<file path="config.mk">
export PLATFORM = sky130hd
export DESIGN_NAME = bipad_hdx_ctrl
export DESIGN_NICKNAME = d
export VERILOG_FILES = /design/src/rtl/bipad_hdx_ctrl_pkg.sv /design/src/rtl/bipad_hdx_shreg.sv /design/src/rtl/bipad_hdx_ctrl.sv
export SDC_FILE = /design/constraint.sdc
export NUM_CORES = 1
export LEC_CHECK = 0
export CORE_MARGIN = 5
export CORE_UTILIZATION = 50
export DETAILED_ROUTE_END_ITERATION = 6
export PLACE_DENSITY = 0.87
export SKIP_CTS_REPAIR_TIMING = 1
export SLEW_MARGIN = 10
export SYNTH_ARGS = -nofsm -noshare
export SYNTH_HDL_FRONTEND = slang
export SYNTH_SLANG_ARGS = --single-unit
export TNS_END_PERCENT = 20
</file>
<file path="constraint.sdc">
create_clock -name CLK -period 1.8 [get_ports CLK]
set_input_delay 0.36 -clock CLK [delete_from_list [all_inputs] [get_ports CLK]]
set_output_delay 0.36 -clock CLK [all_outputs]
set_load 0.03 [all_outputs]
</file>
<file path="src/rtl/bipad_hdx_ctrl_pkg.sv">
// bipad_hdx_ctrl_pkg: shared state encoding, defaults and counter sizing for the half-duplex pad controller
package bipad_hdx_ctrl_pkg;
  typedef enum logic [2:0] {IDLE, TX, TURN, RX, RESP} state_e;
  localparam int DEF_WIDTH = 8;
  localparam int DEF_TURN_CYCLES = 2;
  function automatic int cnt_width(input int width, input int turn);
    return $clog2(width > turn ? width : turn) + 1;
  endfunction
endpackage

</file>
<file path="src/rtl/bipad_hdx_shreg.sv">
// bipad_hdx_shreg: loadable shift register, shifts left taking sin_i into the LSB
module bipad_hdx_shreg #(
  parameter int WIDTH = 8
) (
  input  logic             clk,
  input  logic             rst,
  input  logic             load_i,
  input  logic [WIDTH-1:0] data_i,
  input  logic             shift_i,
  input  logic             sin_i,
  output logic [WIDTH-1:0] q_o
);
  logic [WIDTH-1:0] sh_q;
  always_ff @(posedge clk)
    if (rst) sh_q <= '0;
    else if (load_i) sh_q <= data_i;
    else if (shift_i) sh_q <= {sh_q[WIDTH-2:0], sin_i};
  assign q_o = sh_q;
endmodule

</file>
<file path="src/rtl/bipad_hdx_ctrl.sv">
// bipad_hdx_ctrl: fabric-side half-duplex driver for a bipad cell (TX word, turnaround, optional RX word)
module bipad_hdx_ctrl
  import bipad_hdx_ctrl_pkg::*;
#(
  parameter int WIDTH = DEF_WIDTH,
  parameter int TURN_CYCLES = DEF_TURN_CYCLES
) (
  (* clkbuf_sink *) input logic CLK,
  input  logic             RST,
  input  logic             REQ_VALID,
  output logic             REQ_READY,
  input  logic [WIDTH-1:0] REQ_DATA,
  input  logic             REQ_RX,
  output logic             RSP_VALID,
  input  logic             RSP_READY,
  output logic [WIDTH-1:0] RSP_DATA,
  output logic             PAD_A,
  output logic             PAD_EN,
  input  logic             PAD_Q,
  output logic             BUSY
);
  localparam int CW = cnt_width(WIDTH, TURN_CYCLES);
  if (TURN_CYCLES < 1) begin : g_bad_turn
    $error("TURN_CYCLES must be at least 1");
  end
  if (WIDTH < 2) begin : g_bad_width
    $error("WIDTH must be at least 2");
  end
  state_e state_q;
  logic [CW-1:0] cnt_q;
  logic rx_flag_q, rsp_valid_q;
  logic [WIDTH-1:0] tx_q, rx_q;
  logic accept, unused_tx;
  assign accept = (state_q == IDLE) && REQ_VALID;
  bipad_hdx_shreg #(.WIDTH(WIDTH)) u_tx (
    .clk(CLK), .rst(RST), .load_i(accept), .data_i(REQ_DATA),
    .shift_i(state_q == TX), .sin_i(1'b0), .q_o(tx_q)
  );
  bipad_hdx_shreg #(.WIDTH(WIDTH)) u_rx (
    .clk(CLK), .rst(RST), .load_i(1'b0), .data_i('0),
    .shift_i(state_q == RX), .sin_i(PAD_Q), .q_o(rx_q)
  );
  assign unused_tx = ^tx_q[WIDTH-2:0];
  always_ff @(posedge CLK)
    if (RST) begin
      state_q <= IDLE;
      cnt_q <= '0;
      rx_flag_q <= 1'b0;
      rsp_valid_q <= 1'b0;
    end else begin
      case (state_q)
        IDLE: if (REQ_VALID) begin
          state_q <= TX;
          cnt_q <= '0;
          rx_flag_q <= REQ_RX;
        end
        TX: begin
          cnt_q <= (cnt_q == CW'(WIDTH - 1)) ? '0 : cnt_q + 1'b1;
          state_q <= (cnt_q == CW'(WIDTH - 1)) ? TURN : TX;
        end
        TURN: begin
          cnt_q <= (cnt_q == CW'(TURN_CYCLES - 1)) ? '0 : cnt_q + 1'b1;
          if (cnt_q == CW'(TURN_CYCLES - 1)) state_q <= rx_flag_q ? RX : IDLE;
        end
        RX: begin
          cnt_q <= (cnt_q == CW'(WIDTH - 1)) ? '0 : cnt_q + 1'b1;
          if (cnt_q == CW'(WIDTH - 1)) begin
            state_q <= RESP;
            rsp_valid_q <= 1'b1;
          end
        end
        RESP: if (RSP_READY) begin
          state_q <= IDLE;
          rsp_valid_q <= 1'b0;
        end
        default: state_q <= IDLE;
      endcase
    end
  // the RX register only shifts in RX, so it already holds the reply stable through RESP
  assign RSP_DATA = rx_q;
  assign RSP_VALID = rsp_valid_q;
  assign REQ_READY = state_q == IDLE;
  assign BUSY = state_q != IDLE;
  assign PAD_EN = state_q == TX;
  assign PAD_A = (state_q == TX) & tx_q[WIDTH-1];
endmodule
</file>
Word-level counts from Yosys, hierarchy flattened. Cells that the tools add are included.

Bits in registers: 25. Bits in latches: 0. RAM bits: 0. ROM bits: 0. Bits of input ports: 14. Output and inout port bits: 13. Logic and storage cells: 45. Memories: 0.

$add $sub $neg: 1. $mul: 0. Div/mod/pow operators: 0. Order comparisons: 0. Eq/ne operators: 10. Shift-type cells: 0. Mux-type cells: 16. Bitwise logic cells: 1. Reductions and logical operators: 11.

Operators by type and width (count): $mux 8 (2); $pmux 3 s5 (1); $mux 3 (4); $mux 4 (3); $pmux 4 s3 (1); $ne 2x2->1 const B (4); $eq 3x2->1 const B (2); $reduce_bool 3->1 (2); $add 4x1->4 const B (1); $eq 4x1->1 const B (1); $eq 4x3->1 const B (1); $mux 2 (2); $reduce_and 2->1 (2); $reduce_and 4->1 (1); $reduce_bool 2->1 (2); $eq 3x1->1 const B (1); $eq 3x3->1 const B (1); $logic_not 3->1 (1); $reduce_and 3->1 (1); $mux 1 (2); $pmux 1 s2 (1); $reduce_or 2->1 (1); $and 1x1->1 (1); $logic_and 1x1->1 (1).

Logic depth before layout (Yosys ltp).
Depth in word-level cells: 4. Depth in mapped cells: 6. Gate-level depth less buffers: 6.

Hierarchy. A second synthesis with hierarchy kept.

Cell total of the unflattened synthesis: 138. Area, all modules: 1261.2 µm².

By module, submodules not included: bipad_hdx_shreg (instances 2, cells each 35, area an instance 369.1 µm², sequential area each 160.2 µm²); bipad_hdx_ctrl (instances 1, cells each 68, area an instance 523.0 µm², sequential area each 180.2 µm²).

Worst setup path before layout. OpenSTA, ideal clock, no wires.

Kind: register -> output. Start: reg state_q[2]. End: out PAD_A. Arrival: 1.276 ns. Data required time: 1.440 ns. Slack: 0.164 ns. Cell stages (with the launch flop): 6. Buffers on the path: 2. Cells stage by stage: dfxtp_1 > buf_6 > nand2b_1 > nor2_1 > buf_2 > and2_1.

Word-level cells in the longest chain between the ends: 2.

RTL lines: from (decl) (RTL line bipad_hdx_ctrl.sv:29) `state_e state_q;`; from (signal assigned) (RTL line bipad_hdx_ctrl.sv:59) `state_q <= (cnt_q == CW'(WIDTH - 1)) ? TURN : TX;`; from (signal assigned) (RTL line bipad_hdx_ctrl.sv:63) `if (cnt_q == CW'(TURN_CYCLES - 1)) state_q <= rx_flag_q ? RX : IDLE;`; $eq 3x1->1; via PAD_EN (RTL line bipad_hdx_ctrl.sv:18) `output logic PAD_EN,`; $and 1x1->1 (RTL line bipad_hdx_ctrl.sv:85) `assign PAD_A = (state_q == TX) & tx_q[WIDTH-1];`; to (decl) (RTL line bipad_hdx_ctrl.sv:17) `output logic PAD_A,`.

The timed path passes the listed nets, and every way through them passes these cells.

Worst setup path after layout.
Start: reg state_q[2]. End: out PAD_A.

Word-level cells in the longest chain between the ends: 2.

RTL lines (RTL line): $eq 3x1->1 (bipad_hdx_ctrl.sv:85); $and 1x1->1 (bipad_hdx_ctrl.sv:85).

No other way between the ends.

==> impl_metrics.json <==
{
  "min_path_type": "reg2reg",
  "required_ns": 1.44,
  "crit_type": "reg2out",
  "status": "complete, but fails checks",
  "finClkSkew_ns": 0.00425,
  "fmax_mhz": 546,
  "syn-cell-area_sq_mm": 0.00132,
  "initial_core_util_pct": 52.8,
  "clk_latency_ns": 0.31,
  "dp_hpwl_mm": 2.34,
  "die_width_um": 61.4,
  "wl_mm": 2.97,
  "grt_max_degree": 18,
  "final_cells": 200,
  "synth.largest_area_cell": "dfxtp_1",
  "cts.sinks": 25,
  "setup_viol": 1,
  "vias": 1118,
  "yosys-top-cells-area": "dfxtp_1, mux2i_1, a311oi_2, nor2_1, o21ai_0",
  "cts_buffers": 3,
  "maxCapViolations": 0,
  "globalRouteOverflowTotal": 0,
  "yosysMostFrequentCell": "dfxtp_1",
  "pre_cts_slack_ns": 0.0758,
  "wl_per_cell_um": 14.9,
  "cts-htree-levels": 1,
  "slew_violations": 0,
  "cts_tree": "done",
  "clkTransAtPathRegs_ns": 0.13,
  "diodes": 0,
  "relSlewSlack_pct": 74.4,
  "ys.flop_type": "dfxtp_1",
  "ys_async_sr_fraction_pct": 0,
  "critPathCaptureType": "output port",
  "synth-edff-count": 0,
  "place.gp.congestion": 0.838,
  "leakage_nw": 0.734,
  "place_inst": 196,
  "worst_pin_slew_ns": 0.380,
  "worstPathMaxFanout": 10,
  "hold_viol": 0,
  "yosysWarningCount": 0,
  "synth.avg_cell_area_sq_um": 9.42,
  "cp.arrival_ns": 1.47,
  "ys_ff_latch": 25,
  "area_growth_pct": 26.2,
  "drtIter0Drc": 38,
  "start_kind": "flop",
  "core_area_sq_mm": 0.00250,
  "fin_crit_sh_pct": 102,
  "grt_pass1_vias": 1144,
  "synth.distinct_cells": 40,
  "p_per_area_mw_per_mm2": 606,
  "grt_setup_unrepaired": "yes",
  "fin_crit_ns": 1.83,
  "violations": "negative setup slack",
  "die-area_sq_mm": 0.00376,
  "drt-pass1-iter-count": 4,
  "drive_gt1_share_pct": 20.6,
  "ys_seq_area_share_pct": 38.0,
  "grt_usage_pct": 17.8,
  "fp-row-count": 18,
  "synth_common_cells": "dfxtp_1, nor2_1, mux2i_1, nand2_1, o21ai_0",
  "tns_ns": -0.0330,
  "grt_antenna_before_repair": 0,
  "routed_via_density": 5.59,
  "die-height_um": 61.4,
  "final_nets": 187,
  "synth_top_area_share_pct": 38.0,
  "peakVddDrop_mv": 0.719,
  "io_buffers": 26,
  "grt_pass1_wl_mm": 5.05,
  "total_power_w": 0.00101,
  "synth_nets": 156,
  "clockBufferDepth": 2,
  "ant_nets": 0,
  "post-route-drc-count": 0,
  "root_buffer": "clkbuf_4",
  "layout_setup_ws_ns": -0.0330,
  "synth_cells": 140,
  "num_io_pins": 27
}
## worst max-delay path, cell delays in order (launching register included)
cell,delay (ns)
dfxtp_1,0.36
buf_4,0.17
nand2b_1,0.19
nor2_4,0.14
and2_1,0.14
buf_4,0.15
## final timing paths
path | endpoint | startpoint | depth (start not counted) | slack, ns
worst max-delay path | PAD_A | state_q[2] | 5 | -0.03
worst min-delay path | u_tx.q_o[6] | u_tx.q_o[6] | 2 | 0.50
worst max register to register | RSP_VALID | cnt_q[0] | 5 | 0.15
worst min register to register | u_tx.q_o[6] | u_tx.q_o[6] | 2 | 0.50
## per-layer routing
layer	share of wire [%]	vias to the layer above	GRT usage (%)
li1	-	554	-
met1	38	532	21.0
met2	56	28	32.3
met3	5.3	4	4.82
met4	0.64	0	3.33
met5	0	-	0
## cells in the final DEF (no fill, tap or decap), drive strengths merged, types with 2 or more instances in the layout
cell type and count:
dfxtp 25, nor2 20, clkdlybuf4s50 18, buf 14, nand2 12, mux2i 11
o21ai 10, nand3 6, a311oi 6, inv 5, nand3b 5, a21oi 5
dlymetal6s2s 5, clkbuf 4, o31ai 2, ha 2, nor3 2
## state kept, by name, summed over array words and instances (netlist names)
register	cells
u_tx.q_o	8
rx_flag_q	1
RSP_VALID	1
cnt_q	4
u_rx.q_o	8
state_q	3
## stage by stage
stage	util, %	cell area, sq um	hold slack, ns
finish	66.6	1660	0.496
global placement	64.7	1620	0.465
floorplan	-	1320	0.449
global route	66.6	1660	0.529
CTS	65.8	1640	0.495
detailed placement	64.7	1620	0.475
## final cells by class
type,count,area [sq um]
Clock buffer,4,26.3
Timing Repair Buffer,37,348
Sequential cell,25,500
Multi-Input combinational cell,99,733
Fill cell,201,836
Inverter,5,18.8
Tap cell,30,37.5
## power breakdown
part	leakage [nW]	switching, W	internal, W
clock network	0.0150	0.000161	0.0000867
logic	0.515	0.0000912	0.0000842
registers	0.204	0.0000123	0.000573
## cells by family after synthesis
group / count (synthesis) / synth area share, %
muxes: 11 / 8.35
adders and majority gates: 2 / 1.90
AOI/OAI and AO/OA: 32 / 22.2
buffers and inverters: 16 / 7.02
and+or+nand+nor: 54 / 22.6
DFF: 25 / 38.0
No activity file was read; power rests on OpenSTA's default activity.
==> variant 1 (same settings) <==
The package constant `DEF_WIDTH` goes from 8 to 6.
--- a/src/rtl/bipad_hdx_ctrl_pkg.sv
+++ b/src/rtl/bipad_hdx_ctrl_pkg.sv
@@ -3,3 +3,3 @@
   typedef enum logic [2:0] {IDLE, TX, TURN, RX, RESP} state_e;
-  localparam int DEF_WIDTH = 8;
+  localparam int DEF_WIDTH = 6;
   localparam int DEF_TURN_CYCLES = 2;
Ports: changed (resized REQ_DATA and RSP_DATA); port bits go from 27 to 23. The function was not compared with the original's and may differ.
==> variant 1 against the original RTL <==
  * Synthesized area decreased by 21%
  * Power decreased by 16%
  * Design area down 22%
  * Wire length down 27%
  * Via count shrank 17%
  * Sequential cell count down 4
  * Worst setup slack improved by 0.096 ns
  * Clock skew fell by 0.00095 ns
  * Highest routed layer unchanged
==> variant 1: results <==
{
  "status": "finished clean",
  "worst_path_largest_cell_delay_ns": 0.70,
  "crit_path_max_fanout": 3,
  "finClkSkew_ns": 0.00330,
  "p_sw_uw": 221,
  "gp_congestion": 0.844,
  "finalNonFillerCells": 167,
  "hpwl_um": 1660,
  "hold_path_end": "u_rx.q_o[5]",
  "synth_cells": 118,
  "firstDrtPassIters": 4,
  "nets": 155,
  "dr_total_vias": 928,
  "critical_path.top_delay_family": "buffers and inverters",
  "port_buffers": 22,
  "place_area_um2": 1270,
  "synth-seq-area-share_pct": 40.2,
  "num-fill-cells": 163,
  "synth_common_cells": "dfxtp_1, nand2_1, a21oi_1, nor2_1, mux2i_1",
  "drtIter0Drc": 20,
  "yosys_warnings": 0,
  "grtUsageTotal_pct": 15.5,
  "worstPathArrival_ns": 1.38,
  "synth.distinct_cells": 34,
  "cp-startpoint": "u_rx.q_o[1]",
  "synth_area_leaders": "dfxtp_1, mux2i_1, nand2_1",
  "wl_per_cell_um": 13.0,
  "p_leak_nw": 0.465,
  "r2r_end": "cnt_q[0]",
  "slowest_stage": "clkdlybuf4s50_1",
  "cp-endpoint": "RSP_DATA[1]",
  "syn_nets": 132,
  "grt_pass1_wl_um": 4030,
  "min_from": "u_rx.q_o[5]",
  "holdWs_ns": 0.463,
  "slew_headroom_pct": 69.1
}
-- variant 1: cell types whose count changed after synthesis, sizes merged, moves of 5 or more --
cell    unedited run  this run
a211oi             1         6
a21oi              5        11
a311oi             6         0
mux2i             11         6
nor2              20         9
-- variant 1: layout make-up --
type,count,area [µm²],area share (%)
clock inverters,1,5.00,0.383
clock buffers,3,22.5,1.72
inverters,4,17.5,1.34
repair buffers,25,233,17.8
flip-flops and latches,21,427,32.7
multi-input cells,86,568,43.5
well taps,27,33.8,2.59
-- variant 1: metal layers --
metal  track usage, %  wire length [µm]  vias up
li1                 -                 -      463
met1             17.8               921      433
met2             27.4              1130       30
met3             2.78               100        2
met4             7.64                 9        0
met5                0                 0        -
-- variant 1: kinds of logic (layout without fill, tap and decap cells) --
| family | after synthesis | count (layout) | share of synthesized area, % |
|---|---|---|---|
| buffers and inverters | 11 | 33 | 5.87 |
| multiplexers | 6 | 6 | 5.75 |
| flip-flops | 21 | 21 | 40.2 |
| AND/OR/NAND/NOR | 46 | 46 | 24.4 |
| adder cells (fa/ha/maj) | 2 | 2 | 2.39 |
| AO/OA/AOI/OAI | 32 | 32 | 21.3 |
-- variant 1: power by group through the flow --
stage | logic, mW | clock network [mW] | registers (mW)
after floorplan | 0.0900 | 0 | 0.498
after global placement | 0.129 | 0 | 0.505
after detailed placement | 0.134 | 0 | 0.506
after CTS | 0.134 | 0.232 | 0.495
after global routing | 0.146 | 0.262 | 0.499
final | 0.133 | 0.222 | 0.496
-- variant 1: stage by stage --
| stage | total power, mW | setup slack [ns] |
|---|---|---|
| final | 0.851 | 0.0627 |
| after global routing | 0.906 | 0.00872 |
| after CTS | 0.861 | -0.119 |
| after detailed placement | 0.640 | 0.120 |
| after global placement | 0.634 | 0.187 |
| after floorplan | 0.588 | 0.0630 |
==> variant 2 (config.mk and constraints unchanged) <==
Without the edit above. The 5 states of `state_e` get a Gray code encoding in 3 bits.
--- a/src/rtl/bipad_hdx_ctrl_pkg.sv
+++ b/src/rtl/bipad_hdx_ctrl_pkg.sv
@@ -2,3 +2,3 @@
 package bipad_hdx_ctrl_pkg;
-  typedef enum logic [2:0] {IDLE, TX, TURN, RX, RESP} state_e;
+  typedef enum logic [2:0] {IDLE = 3'b000, TX = 3'b001, TURN = 3'b011, RX = 3'b010, RESP = 3'b110} state_e;
   localparam int DEF_WIDTH = 8;
Formal check against the unedited RTL: same outputs for any inputs over 10 cycles, from zero or initial values and one cycle with RST high; not proved beyond that.
==> variant 2 against the original RTL <==
  * Critical path depth shrank 4
  * Worst setup slack gained 0.098 ns
  * Die area shrank 5.7%
  * Via count shrank 5.7%
  * Power shrank 1.2%
  * Design area shrank 5.6%
  * Global-route usage shrank 1.8 points
  * Critical endpoint is now RSP_VALID
  * Sequential cell count is the same
  * Critical path type unchanged
  * Count of clock-buffer cells in the layout shrank 1
  * Core utilization shrank 1.4 points
  * Non-clock buffer count shrank 3
  * Synthesized area shrank 6.7%
  * Wire length shrank 12%
  * Synthesized cell count shrank 3.6%
  * Largest power group unchanged
==> variant 2: results <==
{
  "pre_cts_slack_ns": -0.00360,
  "cts_buffer_depth": 2,
  "peakVddDrop_mv": 0.577,
  "num-fill-cells": 207,
  "grt_pass1_vias": 1039,
  "yosys.area.top_type": "dfxtp_1",
  "clk_pin_slew_worst_paths_ns": 0.14,
  "hpwl_um": 1900,
  "firstDrtPassIters": 4,
  "holdWs_ns": 0.490,
  "grt_pass1_wl_um": 4430,
  "antenna_found_initial": 0,
  "p_leak_nw": 0.711,
  "status": "finished clean",
  "post_drt_via_cell_ratio": 5.46,
  "drtIter0Drc": 33,
  "hold_class": "reg -> reg",
  "port_buffers": 26,
  "synth_common_cells": "dfxtp_1, nor2_1, mux2i_1, nand2_1, a22oi_1",
  "crit_path_max_fanout": 3,
  "worstPathArrival_ns": 1.37,
  "syn_nets": 151,
  "async_reset_ff_share_pct": 0,
  "grt_max_degree": 26,
  "root_buffer": "clkbuf_4",
  "synth_edf_count": 0,
  "final.period_utilization_pct": 96.4,
  "worst_pin_slew_ns": 0.328,
  "critical_path.top_delay_family": "buffers and inverters",
  "gp_congestion": 0.798,
  "synth-seq-area-share_pct": 40.7,
  "finClkSkew_ns": 0.00223,
  "cts_buffers": 3,
  "grtUsageTotal_pct": 15.9,
  "drive_above_1_share_pct": 14.7,
  "slowest_stage": "clkdlybuf4s50_1",
  "synth.distinct_cells": 39,
  "worst_path_largest_cell_delay_ns": 0.68,
  "synth_area_leaders": "dfxtp_1, mux2i_1, nor2_1",
  "r2r_slack_ns": 0.31,
  "clk_latency_ns": 0.32,
  "nets": 180,
  "antenna_cells": 0,
  "wl_per_cell_um": 13.5
}
variant 2: changes by cell type in the layout (fill, tap and decap cells not counted), moves of 3 or more:
cell / change
or2_1: +3
a22oi_1: +7
o21ai_1: +3
a311oi_2: -5
a22o_1: +7
nand3b_1: -5
o21ai_0: -9
variant 2: area by class of cell:
type | instances | area, µm² | share of cell area, %
clock buffers | 3 | 22.5 | 1.43
clock inverters | 1 | 7.51 | 0.478
inverters | 4 | 15.0 | 0.955
multi-input cells | 96 | 662 | 42.1
flip-flops and latches | 25 | 504 | 32.1
well taps | 30 | 37.5 | 2.39
repair buffers | 34 | 323 | 20.5
variant 2: cell families after synthesis:
logic type                 Yosys count  share of synthesized area, %
and+or+nand+nor                     52                          23.0
AOI/OAI and AO/OA                   30                          19.0
DFF                                 25                          40.7
buffers and inverters               14                          5.49
muxes                               11                          9.05
adders and majority gates            2                          2.03
xor gates and xnor gates             1                         0.712
variant 2: power by group:
group | total (mW) | leakage (nW) | switching, mW | internal (mW)
clock | 0.253 | 0.0139 | 0.168 | 0.0848
sequential | 0.590 | 0.204 | 0.0186 | 0.571
combinational | 0.154 | 0.493 | 0.0735 | 0.0802
total | 0.996 | 0.711 | 0.260 | 0.736
variant 2: metal layers:
metal / vias up / wire length [µm] / GRT usage [%]
met5: - / 0 / 0
met4: 0 / 10 / 2.85
met3: 2 / 149 / 5.01
met2: 31 / 1280 / 27.0
met1: 490 / 1160 / 19.9
li1: 531 / - / -
variant 2: path summary, 6_finish.rpt:
kind | startpoint | endpoint | cells past startpoint
max reg2reg | cnt_q[0] | state_q[2] | 5
min | RSP_VALID | RSP_VALID | 2
max | RSP_VALID | RSP_VALID | 1
min reg2reg | RSP_VALID | RSP_VALID | 2
variant 2: through the flow:
stage,area [µm²],instances
finish,1570,193
global route,1570,193
CTS,1560,193
global placement,1530,189
detailed placement,1530,189
floorplan,1230,135
